`config.mk`:
```
export PLATFORM = sky130hd
export DESIGN_NAME = lcd_reg_reader
export DESIGN_NICKNAME = d
export VERILOG_FILES = /design/src/rtl/lcd_bus_pkg.sv /design/src/rtl/lcd_phase_timer.sv /design/src/rtl/lcd_reg_reader.sv
export SDC_FILE = /design/constraint.sdc
export NUM_CORES = 1
export LEC_CHECK = 0
export CORE_MARGIN = 2
export CORE_UTILIZATION = 31
export DETAILED_ROUTE_END_ITERATION = 8
export PLACE_DENSITY = 0.69
export RECOVER_POWER = 100
export REMOVE_ABC_BUFFERS = 1
export SYNTH_ARGS = -nofsm -noshare
export SYNTH_HDL_FRONTEND = slang
export SYNTH_SLANG_ARGS = --single-unit
```
`constraint.sdc`:
```
create_clock -name clk -period 2.65 [get_ports clk]
set_clock_uncertainty 0.1 [all_clocks]
set_input_delay 0.3975 -clock clk [delete_from_list [all_inputs] [get_ports clk]]
set_output_delay 0.3975 -clock clk [all_outputs]
set_load 0.1 [all_outputs]
```
`src/rtl/lcd_bus_pkg.sv`:
```
// Shared 8080-bus definitions for the LCD reader and command writer: FSM states,
// default phase timing at 50 MHz, and ILI9325 identification constants.
package lcd_bus_pkg;

  typedef enum logic [2:0] {
    ST_IDLE        = 3'd0,
    ST_IDX_SETUP   = 3'd1,
    ST_IDX_WR_LOW  = 3'd2,
    ST_IDX_WR_HIGH = 3'd3,
    ST_TURN        = 3'd4,
    ST_RD_LOW      = 3'd5,
    ST_RD_HIGH     = 3'd6,
    ST_DONE        = 3'd7
  } rd_state_e;

  localparam int DEF_WR_LOW_CYC  = 3;
  localparam int DEF_WR_HIGH_CYC = 3;
  localparam int DEF_TURN_CYC    = 2;
  localparam int DEF_RD_LOW_CYC  = 12;
  localparam int DEF_RD_HIGH_CYC = 12;
  localparam int DEF_CNT_W       = 8;

  localparam logic [15:0] REG_DEVICE_CODE = 16'h0000;
  localparam logic [15:0] DEVICE_ID       = 16'h9325;

  // The index phases are the only ones in which we own the data bus.
  function automatic logic is_idx_state(input rd_state_e s);
    return (s == ST_IDX_SETUP) || (s == ST_IDX_WR_LOW) || (s == ST_IDX_WR_HIGH);
  endfunction

endpackage

```
`src/rtl/lcd_phase_timer.sv`:
```
// Loadable down-counter that times one bus phase; zero flags the last cycle of the phase.
// Load takes priority over counting; the counter parks at zero and never wraps.
module lcd_phase_timer #(
  parameter int CNT_W = 8
) (
  input  logic             clk,
  input  logic             rst_n,
  input  logic             load,
  input  logic [CNT_W-1:0] load_val,
  output logic             zero
);

  logic [CNT_W-1:0] cnt;

  always_ff @(posedge clk or negedge rst_n) begin
    if (!rst_n) begin
      cnt <= '0;
    end else if (load) begin
      cnt <= load_val;
    end else if (cnt != '0) begin
      cnt <= cnt - 1'b1;
    end
  end

  assign zero = (cnt == '0);

endmodule

```
`src/rtl/lcd_reg_reader.sv`:
```
// Reads one ILI9325 register: index write (RS=0, WR strobe) then data read (RS=1, RD strobe).
// done_o lands 1+WR_LOW+WR_HIGH+TURN+RD_LOW+RD_HIGH edges after accept; start_i is dropped while busy.
module lcd_reg_reader
  import lcd_bus_pkg::*;
#(
  parameter int WR_LOW_CYC  = DEF_WR_LOW_CYC,
  parameter int WR_HIGH_CYC = DEF_WR_HIGH_CYC,
  parameter int TURN_CYC    = DEF_TURN_CYC,
  parameter int RD_LOW_CYC  = DEF_RD_LOW_CYC,
  parameter int RD_HIGH_CYC = DEF_RD_HIGH_CYC,
  parameter int CNT_W       = DEF_CNT_W
) (
  input  logic        clk,
  input  logic        rst_n,
  input  logic        lcd_ready_i,
  input  logic        start_i,
  input  logic [15:0] reg_addr_i,
  output logic        busy_o,
  output logic        done_o,
  output logic        abort_o,
  output logic [15:0] rd_data_o,
  output logic        lcd_cs_n_o,
  output logic        lcd_rs_o,
  output logic        lcd_wr_n_o,
  output logic        lcd_rd_n_o,
  output logic [15:0] lcd_data_o,
  output logic        lcd_data_oe_o,
  input  logic [15:0] lcd_data_i
);

  localparam logic [CNT_W-1:0] WR_LOW_LD  = CNT_W'(WR_LOW_CYC - 1);
  localparam logic [CNT_W-1:0] WR_HIGH_LD = CNT_W'(WR_HIGH_CYC - 1);
  localparam logic [CNT_W-1:0] TURN_LD    = CNT_W'(TURN_CYC - 1);
  localparam logic [CNT_W-1:0] RD_LOW_LD  = CNT_W'(RD_LOW_CYC - 1);
  localparam logic [CNT_W-1:0] RD_HIGH_LD = CNT_W'(RD_HIGH_CYC - 1);

  rd_state_e        state_q, state_d;
  logic [15:0]      addr_q, addr_d;
  logic             tmr_load, tmr_zero, abort_d, capture;
  logic [CNT_W-1:0] tmr_val;

  lcd_phase_timer #(.CNT_W(CNT_W)) u_timer (
    .clk      (clk),
    .rst_n    (rst_n),
    .load     (tmr_load),
    .load_val (tmr_val),
    .zero     (tmr_zero)
  );

  always_ff @(posedge clk or negedge rst_n) begin
    if (!rst_n) begin
      state_q <= ST_IDLE;
      addr_q  <= '0;
    end else begin
      state_q <= state_d;
      addr_q  <= addr_d;
    end
  end

  always_comb begin
    state_d  = state_q;
    addr_d   = addr_q;
    tmr_load = 1'b0;
    tmr_val  = '0;
    abort_d  = 1'b0;
    capture  = 1'b0;
    // Losing ready abandons the transfer, except in DONE where the data is already captured.
    if (state_q != ST_IDLE && state_q != ST_DONE && !lcd_ready_i) begin
      state_d = ST_IDLE;
      abort_d = 1'b1;
    end else begin
      unique case (state_q)
        ST_IDLE: begin
          if (start_i && lcd_ready_i) begin
            state_d = ST_IDX_SETUP;
            addr_d  = reg_addr_i;
          end
        end
        ST_IDX_SETUP: begin
          state_d  = ST_IDX_WR_LOW;
          tmr_load = 1'b1;
          tmr_val  = WR_LOW_LD;
        end
        ST_IDX_WR_LOW: begin
          if (tmr_zero) begin
            state_d  = ST_IDX_WR_HIGH;
            tmr_load = 1'b1;
            tmr_val  = WR_HIGH_LD;
          end
        end
        ST_IDX_WR_HIGH: begin
          if (tmr_zero) begin
            state_d  = ST_TURN;
            tmr_load = 1'b1;
            tmr_val  = TURN_LD;
          end
        end
        ST_TURN: begin
          if (tmr_zero) begin
            state_d  = ST_RD_LOW;
            tmr_load = 1'b1;
            tmr_val  = RD_LOW_LD;
          end
        end
        ST_RD_LOW: begin
          if (tmr_zero) begin
            state_d  = ST_RD_HIGH;
            tmr_load = 1'b1;
            tmr_val  = RD_HIGH_LD;
            capture  = 1'b1;
          end
        end
        ST_RD_HIGH: begin
          if (tmr_zero) begin
            state_d = ST_DONE;
          end
        end
        ST_DONE: state_d = ST_IDLE;
        default: state_d = ST_IDLE;
      endcase
    end
  end

  // Outputs are registered from the next state so pins change on the same edge as the FSM.
  always_ff @(posedge clk or negedge rst_n) begin
    if (!rst_n) begin
      lcd_cs_n_o    <= 1'b1;
      lcd_rs_o      <= 1'b1;
      lcd_wr_n_o    <= 1'b1;
      lcd_rd_n_o    <= 1'b1;
      lcd_data_oe_o <= 1'b0;
      lcd_data_o    <= '0;
      busy_o        <= 1'b0;
      done_o        <= 1'b0;
      abort_o       <= 1'b0;
      rd_data_o     <= '0;
    end else begin
      lcd_cs_n_o    <= (state_d == ST_IDLE) || (state_d == ST_DONE);
      lcd_rs_o      <= !is_idx_state(state_d);
      lcd_wr_n_o    <= (state_d != ST_IDX_WR_LOW);
      lcd_rd_n_o    <= (state_d != ST_RD_LOW);
      lcd_data_oe_o <= is_idx_state(state_d);
      lcd_data_o    <= is_idx_state(state_d) ? addr_d : 16'h0000;
      busy_o        <= (state_d != ST_IDLE);
      done_o        <= (state_d == ST_DONE);
      abort_o       <= abort_d;
      if (capture) begin
        rd_data_o <= lcd_data_i;
      end
    end
  end

endmodule

```
==> run metrics <==
FF/Latch Area=1680 um2; P_sw=0.988 mW; IO buf count=75; # DRC=0; Worst Setup End Kind=flop; Comb power frac=0.266; Vias=1866; warnings from Yosys=0; max-slew violations=0; Placer Congestion=0.824; run status=finished clean; max_slew headroom=0.196; asr flop ratio synth=1.00; fin area=3540 um2; fillers=832; IO Pins=76; Post-synth EDFFs=0; Congestion Overflow GR=0; Max Cap Violations=0; Resized cells post-CTS=0; Peak VDD IR=0.443 mV; hold crit path type=flop to flop; DP Worst Slack=219 ps; clock buffer count from CTS=9; clock-pin transition on the worst setup and hold timing paths=70 ps; Post-Syn Area=2710 um2; fmax=408 MHz; commonest non-fill, non-tap cell in the layout=dfrtp_1; P_leak=1.55 nW; Post-synth top flop=dfrtp_1; Seq pwr share=0.436; setup TNS=0 ps; core area=8590 um2; drt pass-1 iters=4; Final Power=2.94 mW; clock power share=0.298; startpoint types=flop; flops & latches, synth=67; Core Rows=34; post-synthesis cell count=207; Clock Latency Late Sink=330 ps; RSZ-0062 raised after global routing=false; Worst EP required=2760 ps; CTS Hold Bufs=1; antenna violations before repair=0; CTS H-tree depth=3; most frequent cells in the layout=63 x dfrtp_1, 44 x clkbuf_1, 34 x clkdlybuf4s50_1, 30 x mux2_2, 18 x nor2b_1; WL/cell=13.6 um; CTS tree=yes; Die Wd=97.4 um; DP Area=3490 um2; share of cells above drive strength 1=0.190; Sw Ratio=0.336; post-route setup slack=201 ps; drt total wl=5.47 mm; Hold Slack=390 ps; Yosys cell types=42; P_int=1.95 mW; Initial Util=0.315; Total Nets Final=328; Worst Path Arrival=2560 ps; Final Hold Vio Count=0; CTS sink cnt=67; period utilization=0.924; Chip Height=97.4 um; area occupied by multi-input gates=943 um2; detailed placer's ending HPWL=3.80 mm; area delta synth->final=30.7%; shortest period the worst path allows=2450 ps; Die Area=9490 um2; Post-CTS Repair Setup Buffers=0; Starting DRT DRC Count=87; Power Density=831 nW/um2; Syn Area/Cell=13.1 um2; Crit Path Class=flop to flop; CP max FO=16; Antenna Cells=0; # setup viols final=0; GRT Resource Usage Total=0.124; Least-Margin Pin Slew=1210 ps; Antenna Nets Post-Route=0; vias in the first global route=1975; sequential share of the synthesized area=0.622; clk root buf=clkbuf_8; CTS Buffer Depth=2; via/cell ratio=4.63; largest net degree at the start of global routing=36; first-pass GRT wire length=9.38 mm
## power by group through the flow
stage          Combinational (mW)  Clock (mW)  Sequential [mW]
2_1_floorplan               0.333           0             1.55
3_3_place_gp                0.814           0             1.30
3_5_place_dp                0.830           0             1.30
4_1_cts                     0.833       0.902             1.28
5_1_grt                     0.850       0.947             1.30
6_report                    0.781       0.877             1.28
## stage by stage
stage,util,cells
after global routing,0.411,403
after detailed placement,0.406,386
final,0.411,403
after global placement,0.406,386
after floorplan,-,196
after CTS,0.431,403
## metal layers
metal	GRT usage	wire [um]
met1	0.162	2540
met2	0.184	2470
met3	0.0496	403
met4	0.0481	57
met5	0	0
## cells by family (layout without fill, tap and decap cells)
kind of cell | count (synthesis) | count (layout) | synth area share
XOR/XNOR | 7 | 7 | 0.0227
AND/OR/NAND/NOR | 53 | 53 | 0.109
AO/OA/AOI/OAI | 29 | 29 | 0.0763
multiplexers | 32 | 32 | 0.133
adder cells (fa/ha/maj) | 2 | 2 | 0.00925
flip-flops | 67 | 67 | 0.622
buffers and inverters | 17 | 105 | 0.0278
## critical path, cell delays in order, from the launching register on
cell	delay, ps
dfrtp_1	420
or4_1	680
or2_0	340
nor3_4	170
buf_4	260
mux2_2	360
## Yosys cell counts (2+ instances only)
| cell type | number | area (um2) |
|---|---|---|
| nor3_1 | 5 | 25.0 |
| or3_1 | 2 | 12.5 |
| ha_1 | 2 | 25.0 |
| mux2_2 | 32 | 360 |
| nand2_1 | 5 | 18.8 |
| or4_1 | 2 | 15.0 |
| nand3_1 | 2 | 10.0 |
| buf_2 | 2 | 10.0 |
| a21oi_1 | 6 | 30.0 |
| xor2_1 | 5 | 43.8 |
| a31oi_1 | 2 | 12.5 |
| nor2b_1 | 18 | 113 |
| o211ai_1 | 3 | 22.5 |
| nor2_1 | 13 | 48.8 |
| inv_1 | 6 | 22.5 |
| o21ai_0 | 4 | 20.0 |
| dfstp_2 | 4 | 105 |
| dfrtp_1 | 63 | 1580 |
| xnor2_1 | 2 | 17.5 |
| clkbuf_1 | 7 | 26.3 |
## registers in the layout, summed over array words and instances (netlist names)
signal,cells
u_timer.cnt,8
addr_q,16
lcd_data_o,16
lcd_rs_o,1
lcd_data_oe_o,1
done_o,1
abort_o,1
lcd_cs_n_o,1
state_q,3
lcd_wr_n_o,1
busy_o,1
rd_data_o,16
lcd_rd_n_o,1
## layout make-up
type | instances | area share
timing repair buffer | 83 | 0.154
clock inverter | 2 | 0.00991
multi-input combinational | 123 | 0.267
clock buffer | 14 | 0.0488
sequential | 67 | 0.476
inverter | 6 | 0.00637
tap | 108 | 0.0382
## worst paths after layout
path | startpoint | endpoint | slack, ps | cells past startpoint
min in group asynchronous | rst_n | busy_o | 440 | 2
min reg2reg | addr_q[8] | addr_q[8] | 390 | 1
max in group asynchronous | rst_n | lcd_data_oe_o | 790 | 3
max reg2reg | u_timer.cnt[5] | rd_data_o[8] | 200 | 5
max | u_timer.cnt[5] | rd_data_o[8] | 200 | 5
min | addr_q[8] | addr_q[8] | 390 | 1
Power figures use the tool's default switching activity.
